--- config.mk ---
export PLATFORM = sky130hd
export DESIGN_NAME = msk_and_hpc2_pipe_flat
export DESIGN_NICKNAME = d
export VERILOG_FILES = /design/src/rtl/msk_and_hpc2_pipe_if.sv /design/src/rtl/msk_and_hpc2_pipe.sv /design/src/flat_wrapper.sv
export SDC_FILE = /design/constraint.sdc
export NUM_CORES = 1
export LEC_CHECK = 0
export CAP_MARGIN = 10
export CORE_MARGIN = 5
export CORE_UTILIZATION = 52
export CTS_CLUSTER_DIAMETER = 200
export DETAILED_ROUTE_END_ITERATION = 8
export GPL_ROUTABILITY_DRIVEN = 0
export PLACE_DENSITY = 0.9
export SYNTH_ARGS = -nofsm -noshare
export SYNTH_HDL_FRONTEND = slang
export SYNTH_SLANG_ARGS = --single-unit
export TNS_END_PERCENT = 5
--- constraint.sdc ---
create_clock -name clk -period 2.3 [get_ports clk]
set_input_delay 0.69 -clock clk [delete_from_list [all_inputs] [get_ports clk]]
set_output_delay 0.69 -clock clk [all_outputs]
set_load 0.005 [all_outputs]
--- src/rtl/msk_and_hpc2_pipe_if.sv ---
`default_nettype none
// ============================================================================
// Module   : msk_and_hpc2_pipe_if
// Brief    : Handshake and share bus for the pipelined HPC2 masked AND gadget.
// Revision : 1.0 - initial release
// ============================================================================
interface msk_and_hpc2_pipe_if #(
   parameter int D = 2,
   parameter int W = 1
);
   localparam int R = D * (D - 1) / 2;

   logic             in_valid;
   logic             in_ready;
   logic [D*W-1:0]   inb;
   logic [W*R-1:0]   rnd;
   logic             a_req;
   logic [D*W-1:0]   ina;
   logic             out_valid;
   logic             out_ready;
   logic [D*W-1:0]   out;

   modport slave (
      input  in_valid, inb, rnd, ina, out_ready,
      output in_ready, a_req, out_valid, out
   );

   modport master (
      output in_valid, inb, rnd, ina, out_ready,
      input  in_ready, a_req, out_valid, out
   );
endinterface
`default_nettype wire

--- src/rtl/msk_and_hpc2_pipe.sv ---
`default_nettype none
// ============================================================================
// Module   : msk_and_hpc2_pipe
// Brief    : W-lane, D-share HPC2 masked AND with a two-stage valid/ready pipe.
// Revision : 1.0 - initial release
// ============================================================================
module msk_and_hpc2_pipe #(
   parameter int D = 2,
   parameter int W = 1
) (
   input wire                 clk,
   input wire                 rst_n,
   msk_and_hpc2_pipe_if.slave bus
);
   localparam int R  = D * (D - 1) / 2;
   localparam int NP = D * (D - 1);

   // Randomness bit shared by the unordered pair {i,j}.
   function automatic int ridx(input int i, input int j);
      int lo;
      int hi;
      lo = (i < j) ? i : j;
      hi = (i < j) ? j : i;
      return lo * D - lo * (lo + 1) / 2 + (hi - 1 - lo);
   endfunction

   function automatic int pidx(input int i, input int j);
      return i * (D - 1) + ((j < i) ? j : j - 1);
   endfunction

   logic adv;

   (* keep = "true", dont_touch = "true" *) logic           v1_q, v1_d;
   (* keep = "true", dont_touch = "true" *) logic           v2_q, v2_d;
   (* keep = "true", dont_touch = "true" *) logic [W*R-1:0] rnd_prev_q, rnd_prev_d;
   (* keep = "true", dont_touch = "true" *) logic [D*W-1:0] b_prev_q, b_prev_d;
   (* keep = "true", dont_touch = "true" *) logic [W-1:0]   v_q [NP];
   (* keep = "true", dont_touch = "true" *) logic [W-1:0]   v_d [NP];
   (* keep = "true", dont_touch = "true" *) logic [W-1:0]   u_q [NP];
   (* keep = "true", dont_touch = "true" *) logic [W-1:0]   u_d [NP];
   (* keep = "true", dont_touch = "true" *) logic [W-1:0]   w_q [NP];
   (* keep = "true", dont_touch = "true" *) logic [W-1:0]   w_d [NP];
   (* keep = "true", dont_touch = "true" *) logic [W-1:0]   aibi_q [D];
   (* keep = "true", dont_touch = "true" *) logic [W-1:0]   aibi_d [D];
   (* keep = "true", dont_touch = "true" *) logic [W-1:0]   r_cur  [NP];
   (* keep = "true", dont_touch = "true" *) logic [W-1:0]   r_prev [NP];
   (* keep = "true", dont_touch = "true" *) logic [D*W-1:0] out_w;

   always_comb begin
      for (int p = 0; p < NP; p++) begin
         r_cur[p]  = '0;
         r_prev[p] = '0;
      end
      for (int i = 0; i < D; i++) begin
         for (int j = 0; j < D; j++) begin
            if (i != j) begin
               for (int k = 0; k < W; k++) begin
                  r_cur[pidx(i, j)][k]  = bus.rnd[k*R + ridx(i, j)];
                  r_prev[pidx(i, j)][k] = rnd_prev_q[k*R + ridx(i, j)];
               end
            end
         end
      end
   end

   // A single enable freezes every register, so a stall never corrupts the gadget.
   always_comb begin
      adv        = !(v2_q && !bus.out_ready);
      v1_d       = v1_q;
      v2_d       = v2_q;
      rnd_prev_d = rnd_prev_q;
      b_prev_d   = b_prev_q;
      for (int p = 0; p < NP; p++) begin
         v_d[p] = v_q[p];
         u_d[p] = u_q[p];
         w_d[p] = w_q[p];
      end
      for (int i = 0; i < D; i++) begin
         aibi_d[i] = aibi_q[i];
      end
      if (adv) begin
         v1_d       = bus.in_valid;
         v2_d       = v1_q;
         rnd_prev_d = bus.rnd;
         b_prev_d   = bus.inb;
         for (int i = 0; i < D; i++) begin
            aibi_d[i] = bus.ina[i*W +: W] & b_prev_q[i*W +: W];
            for (int j = 0; j < D; j++) begin
               if (i != j) begin
                  v_d[pidx(i, j)] = bus.inb[j*W +: W] ^ r_cur[pidx(i, j)];
                  u_d[pidx(i, j)] = ~bus.ina[i*W +: W] & r_prev[pidx(i, j)];
                  w_d[pidx(i, j)] = bus.ina[i*W +: W] & v_q[pidx(i, j)];
               end
            end
         end
      end
   end

   always_ff @(posedge clk or negedge rst_n) begin
      if (!rst_n) begin
         v1_q       <= 1'b0;
         v2_q       <= 1'b0;
         rnd_prev_q <= '0;
         b_prev_q   <= '0;
         for (int p = 0; p < NP; p++) begin
            v_q[p] <= '0;
            u_q[p] <= '0;
            w_q[p] <= '0;
         end
         for (int i = 0; i < D; i++) begin
            aibi_q[i] <= '0;
         end
      end else begin
         v1_q       <= v1_d;
         v2_q       <= v2_d;
         rnd_prev_q <= rnd_prev_d;
         b_prev_q   <= b_prev_d;
         for (int p = 0; p < NP; p++) begin
            v_q[p] <= v_d[p];
            u_q[p] <= u_d[p];
            w_q[p] <= w_d[p];
         end
         for (int i = 0; i < D; i++) begin
            aibi_q[i] <= aibi_d[i];
         end
      end
   end

   always_comb begin
      out_w = '0;
      for (int i = 0; i < D; i++) begin
         out_w[i*W +: W] = aibi_q[i];
         for (int j = 0; j < D; j++) begin
            if (i != j) begin
               out_w[i*W +: W] = out_w[i*W +: W] ^ u_q[pidx(i, j)] ^ w_q[pidx(i, j)];
            end
         end
      end
   end

   assign bus.in_ready  = adv;
   assign bus.a_req     = v1_q;
   assign bus.out_valid = v2_q;
   assign bus.out       = out_w;

endmodule
`default_nettype wire

--- src/flat_wrapper.sv ---
// flat-port wrapper written by rule: the top's interface ports become plain ports
module msk_and_hpc2_pipe_flat 
#(
   parameter int D = 2,
   parameter int W = 1
)
  (clk, rst_n, bus_in_valid, bus_inb, bus_rnd, bus_ina, bus_out_ready, bus_in_ready, bus_a_req, bus_out_valid, bus_out);
  msk_and_hpc2_pipe_if #(.D(D), .W(W)) bus_i ();
  input wire clk;
  input wire rst_n;
  input wire logic [$bits(bus_i.in_valid)-1:0] bus_in_valid;
  input wire logic [$bits(bus_i.inb)-1:0] bus_inb;
  input wire logic [$bits(bus_i.rnd)-1:0] bus_rnd;
  input wire logic [$bits(bus_i.ina)-1:0] bus_ina;
  input wire logic [$bits(bus_i.out_ready)-1:0] bus_out_ready;
  output wire logic [$bits(bus_i.in_ready)-1:0] bus_in_ready;
  output wire logic [$bits(bus_i.a_req)-1:0] bus_a_req;
  output wire logic [$bits(bus_i.out_valid)-1:0] bus_out_valid;
  output wire logic [$bits(bus_i.out)-1:0] bus_out;
  assign bus_i.in_valid = bus_in_valid;
  assign bus_i.inb = bus_inb;
  assign bus_i.rnd = bus_rnd;
  assign bus_i.ina = bus_ina;
  assign bus_i.out_ready = bus_out_ready;
  assign bus_in_ready = bus_i.in_ready;
  assign bus_a_req = bus_i.a_req;
  assign bus_out_valid = bus_i.out_valid;
  assign bus_out = bus_i.out;
  msk_and_hpc2_pipe #(.D(D), .W(W)) u_core (.clk(clk), .rst_n(rst_n), .bus(bus_i));
endmodule
==> flow_metrics.tcl, run 1 <==
set metrics [dict create \
    synth.avg_cell_area_um2 13.3 \
    drt-initial-drc-count 7 \
    p_switching_uw 142 \
    fmax_mhz 458 \
    drt_wl_total_um 1000 \
    cts_made_buffers 3 \
    pwr-share-comb_pct 27.7 \
    tightest_slew_ns 0.543 \
    whs_path_depth 1 \
    drv_cap 0 \
    wl_met2_um 513 \
    dieArea_um2 2000 \
    finalSetupViolations 0 \
    worstSetupEndpointType "primary output" \
    switching_share_pct 24.6 \
    r2r-start "u_core.bus.out_valid" \
    final_nets 74 \
    drive_gt1_share_pct 25.0 \
    core_um2 1130 \
    syn_nets 56 \
    timing_worst_setup_path_type "reg -> out" \
    cp.arrival_ns 1.49 \
    die_y_um 44.7 \
    grt_pass1_wl_um 1660 \
    grt_util_all_layers_pct 12.2 \
    hold_violations 0 \
    status "finished, final reports clean" \
    r2r_slack_ns 0.97 \
    die_w_um 44.7 \
    fin_area_um2 793 \
    route.detailed.drc 0 \
    synthCells 47 \
    irDropWorstVdd_v 0.000464 \
    finalCritPeriodShare_pct 94.9 \
    grt_max_degree 14 \
    cts_setup_buffers 0 \
    n_antenna_cell 0 \
    p_int_uw 435 \
    drtAntennaViolNets 0 \
    pwr-share-clk_pct 23.1 \
    cts_buffer_depth 2 \
    whs_endpoint "u_core.bus.out_valid" \
    grt_pass1_vias 397 \
    num_io_pins 14 \
    relSlewSlack_pct 63.7 \
    rows 12 \
    min_from "u_core.bus.a_req" \
    slew_violations 0 \
    antenna_found_initial 0 \
    r2r_cells 4 \
    wl_met1_um 414 \
    syn2layout_area_growth_pct 26.8 \
    vias_per_cell 4.91 \
    wl_per_cell_um 12.9 \
    htree_levels 1 \
    cts.sinks 13 \
    synth_area_um2 626 \
    crit_fanout 2 \
    hold_ws_ns 0.505 \
    clk_pin_slew_ns 0.07 \
    crit_required_ns 1.61 \
    rr_endpoint "u_core.v_q[1]" \
    seq_power_share_pct 49.2 \
    rsz0062_at_grt "no" \
    route.met3.wl_um 75 \
    start_util_pct 55.6 \
    vias 383 \
    path_cells "xnor2_1, xnor2_1, clkdlybuf4s50_1" \
    grt_overflow_total 0 \
    dpl-instance-area_um2 769 \
    p_leak_nw 0.357 \
    drt_first_pass_iters 4 \
    cts_root_buf "clkbuf_4" \
    period_minus_slack_ns 2.18 \
    cts_tree "done" \
    powerDensity_nw_per_um2 728 \
    cpMaxStageDelayCell "clkdlybuf4s50_1" \
    critPathMaxStageDelay_ns 0.51 \
    finClkSkew_ns 0.00246 \
    min_path_type "reg -> reg" \
    hold_buffers 0 \
    topRoutingLayerUsed "met3" \
    clock_latency_ns 0.27 \
    path_common_cell "xnor2_1" \
    crit_path_start_kind "register" \
    ys_warn_count 0 \
    cts.repair.resized 2 \
    port_buffers 13 \
]
[cell usage in the layout, fill, tap and decap left out]
cell type         n
buf_4             3
clkbuf_1          1
clkbuf_4          3
clkdlybuf4s50_1  11
dfrtp_1          13
dlygate4sd2_1     2
inv_8             1
mux2_2            2
mux2_4            6
nand2_1           4
nand2b_1          1
nand3b_1          4
nor2b_1           2
nor2b_4           1
o21ai_0           4
xnor2_1           4
xor2_1            2
[through the flow]
| stage | cells | setup slack (ns) | util (%) | setup TNS, ns | power, mW |
|---|---|---|---|---|---|
| 2_1_floorplan | 47 | 0.658 | - | 0 | 0.392 |
| 3_3_place_gp | 74 | -0.225 | 68.3 | -0.225 | 0.445 |
| 3_5_place_dp | 74 | -0.237 | 68.3 | -0.237 | 0.453 |
| 4_1_cts | 78 | 0.100 | 70.4 | 0 | 0.583 |
| 5_1_grt | 78 | 0.0255 | 70.4 | 0 | 0.610 |
| 6_report | 78 | 0.118 | 70.4 | 0 | 0.577 |
[worst max path at each step]
stage | from | slack, ns | to | cells after the start
after floorplan | bus_out_ready | 0.66 | bus_in_ready | 3
after global placement | bus_out_ready | -0.23 | bus_in_ready | 4
after detailed placement | bus_out_ready | -0.24 | bus_in_ready | 4
after CTS | u_core.aibi_q[1] | 0.10 | bus_out[0] | 3
after global routing | u_core.aibi_q[1] | 0.03 | bus_out[0] | 3
final | u_core.aibi_q[1] | 0.12 | bus_out[0] | 3
[per-layer routing]
metal,vias to the layer above,global-route usage (%)
met5,-,0
met4,0,9.04
met3,0,2.44
met2,18,20.1
met1,177,13.7
li1,188,-
[power groups by stage]
stage	Clock (mW)	Combinational (mW)	Sequential, mW
3_3_place_gp	0	0.158	0.287
3_5_place_dp	0	0.163	0.289
6_report	0.133	0.160	0.284
5_1_grt	0.149	0.173	0.288
2_1_floorplan	0	0.109	0.283
4_1_cts	0.136	0.162	0.285
[area by class of cell]
cell class | count | area (µm²)
sequential | 13 | 325
inverter | 1 | 11.3
fill | 95 | 333
multi-input combinational | 30 | 263
clock buffer | 4 | 26.3
tap | 14 | 17.5
timing repair buffer | 16 | 150
[critical path: cells and delay by family, from the launching register on]
family	cells	cell delay [ns]
buffers and inverters	1	0.51
flip-flops	1	0.39
XOR/XNOR	2	0.32
[state kept, by name, indices dropped and copies added, names as in the netlist]
register,cells
u_core.rnd_prev_q,1
u_core.aibi_q,2
u_core.u_q,2
u_core.v_q,2
u_core.w_q,2
u_core.b_prev_q,2
u_core.bus.out_valid,1
u_core.bus.a_req,1
(Power assumes the default switching activity.)
==> run 2: changes to the inputs <==
- HOLD_SLACK_MARGIN: default -> 0.03
- TNS_END_PERCENT: 5 -> default
==> results of run 2 <==
Final layout, timing and power as in run 1 (identical DEF).
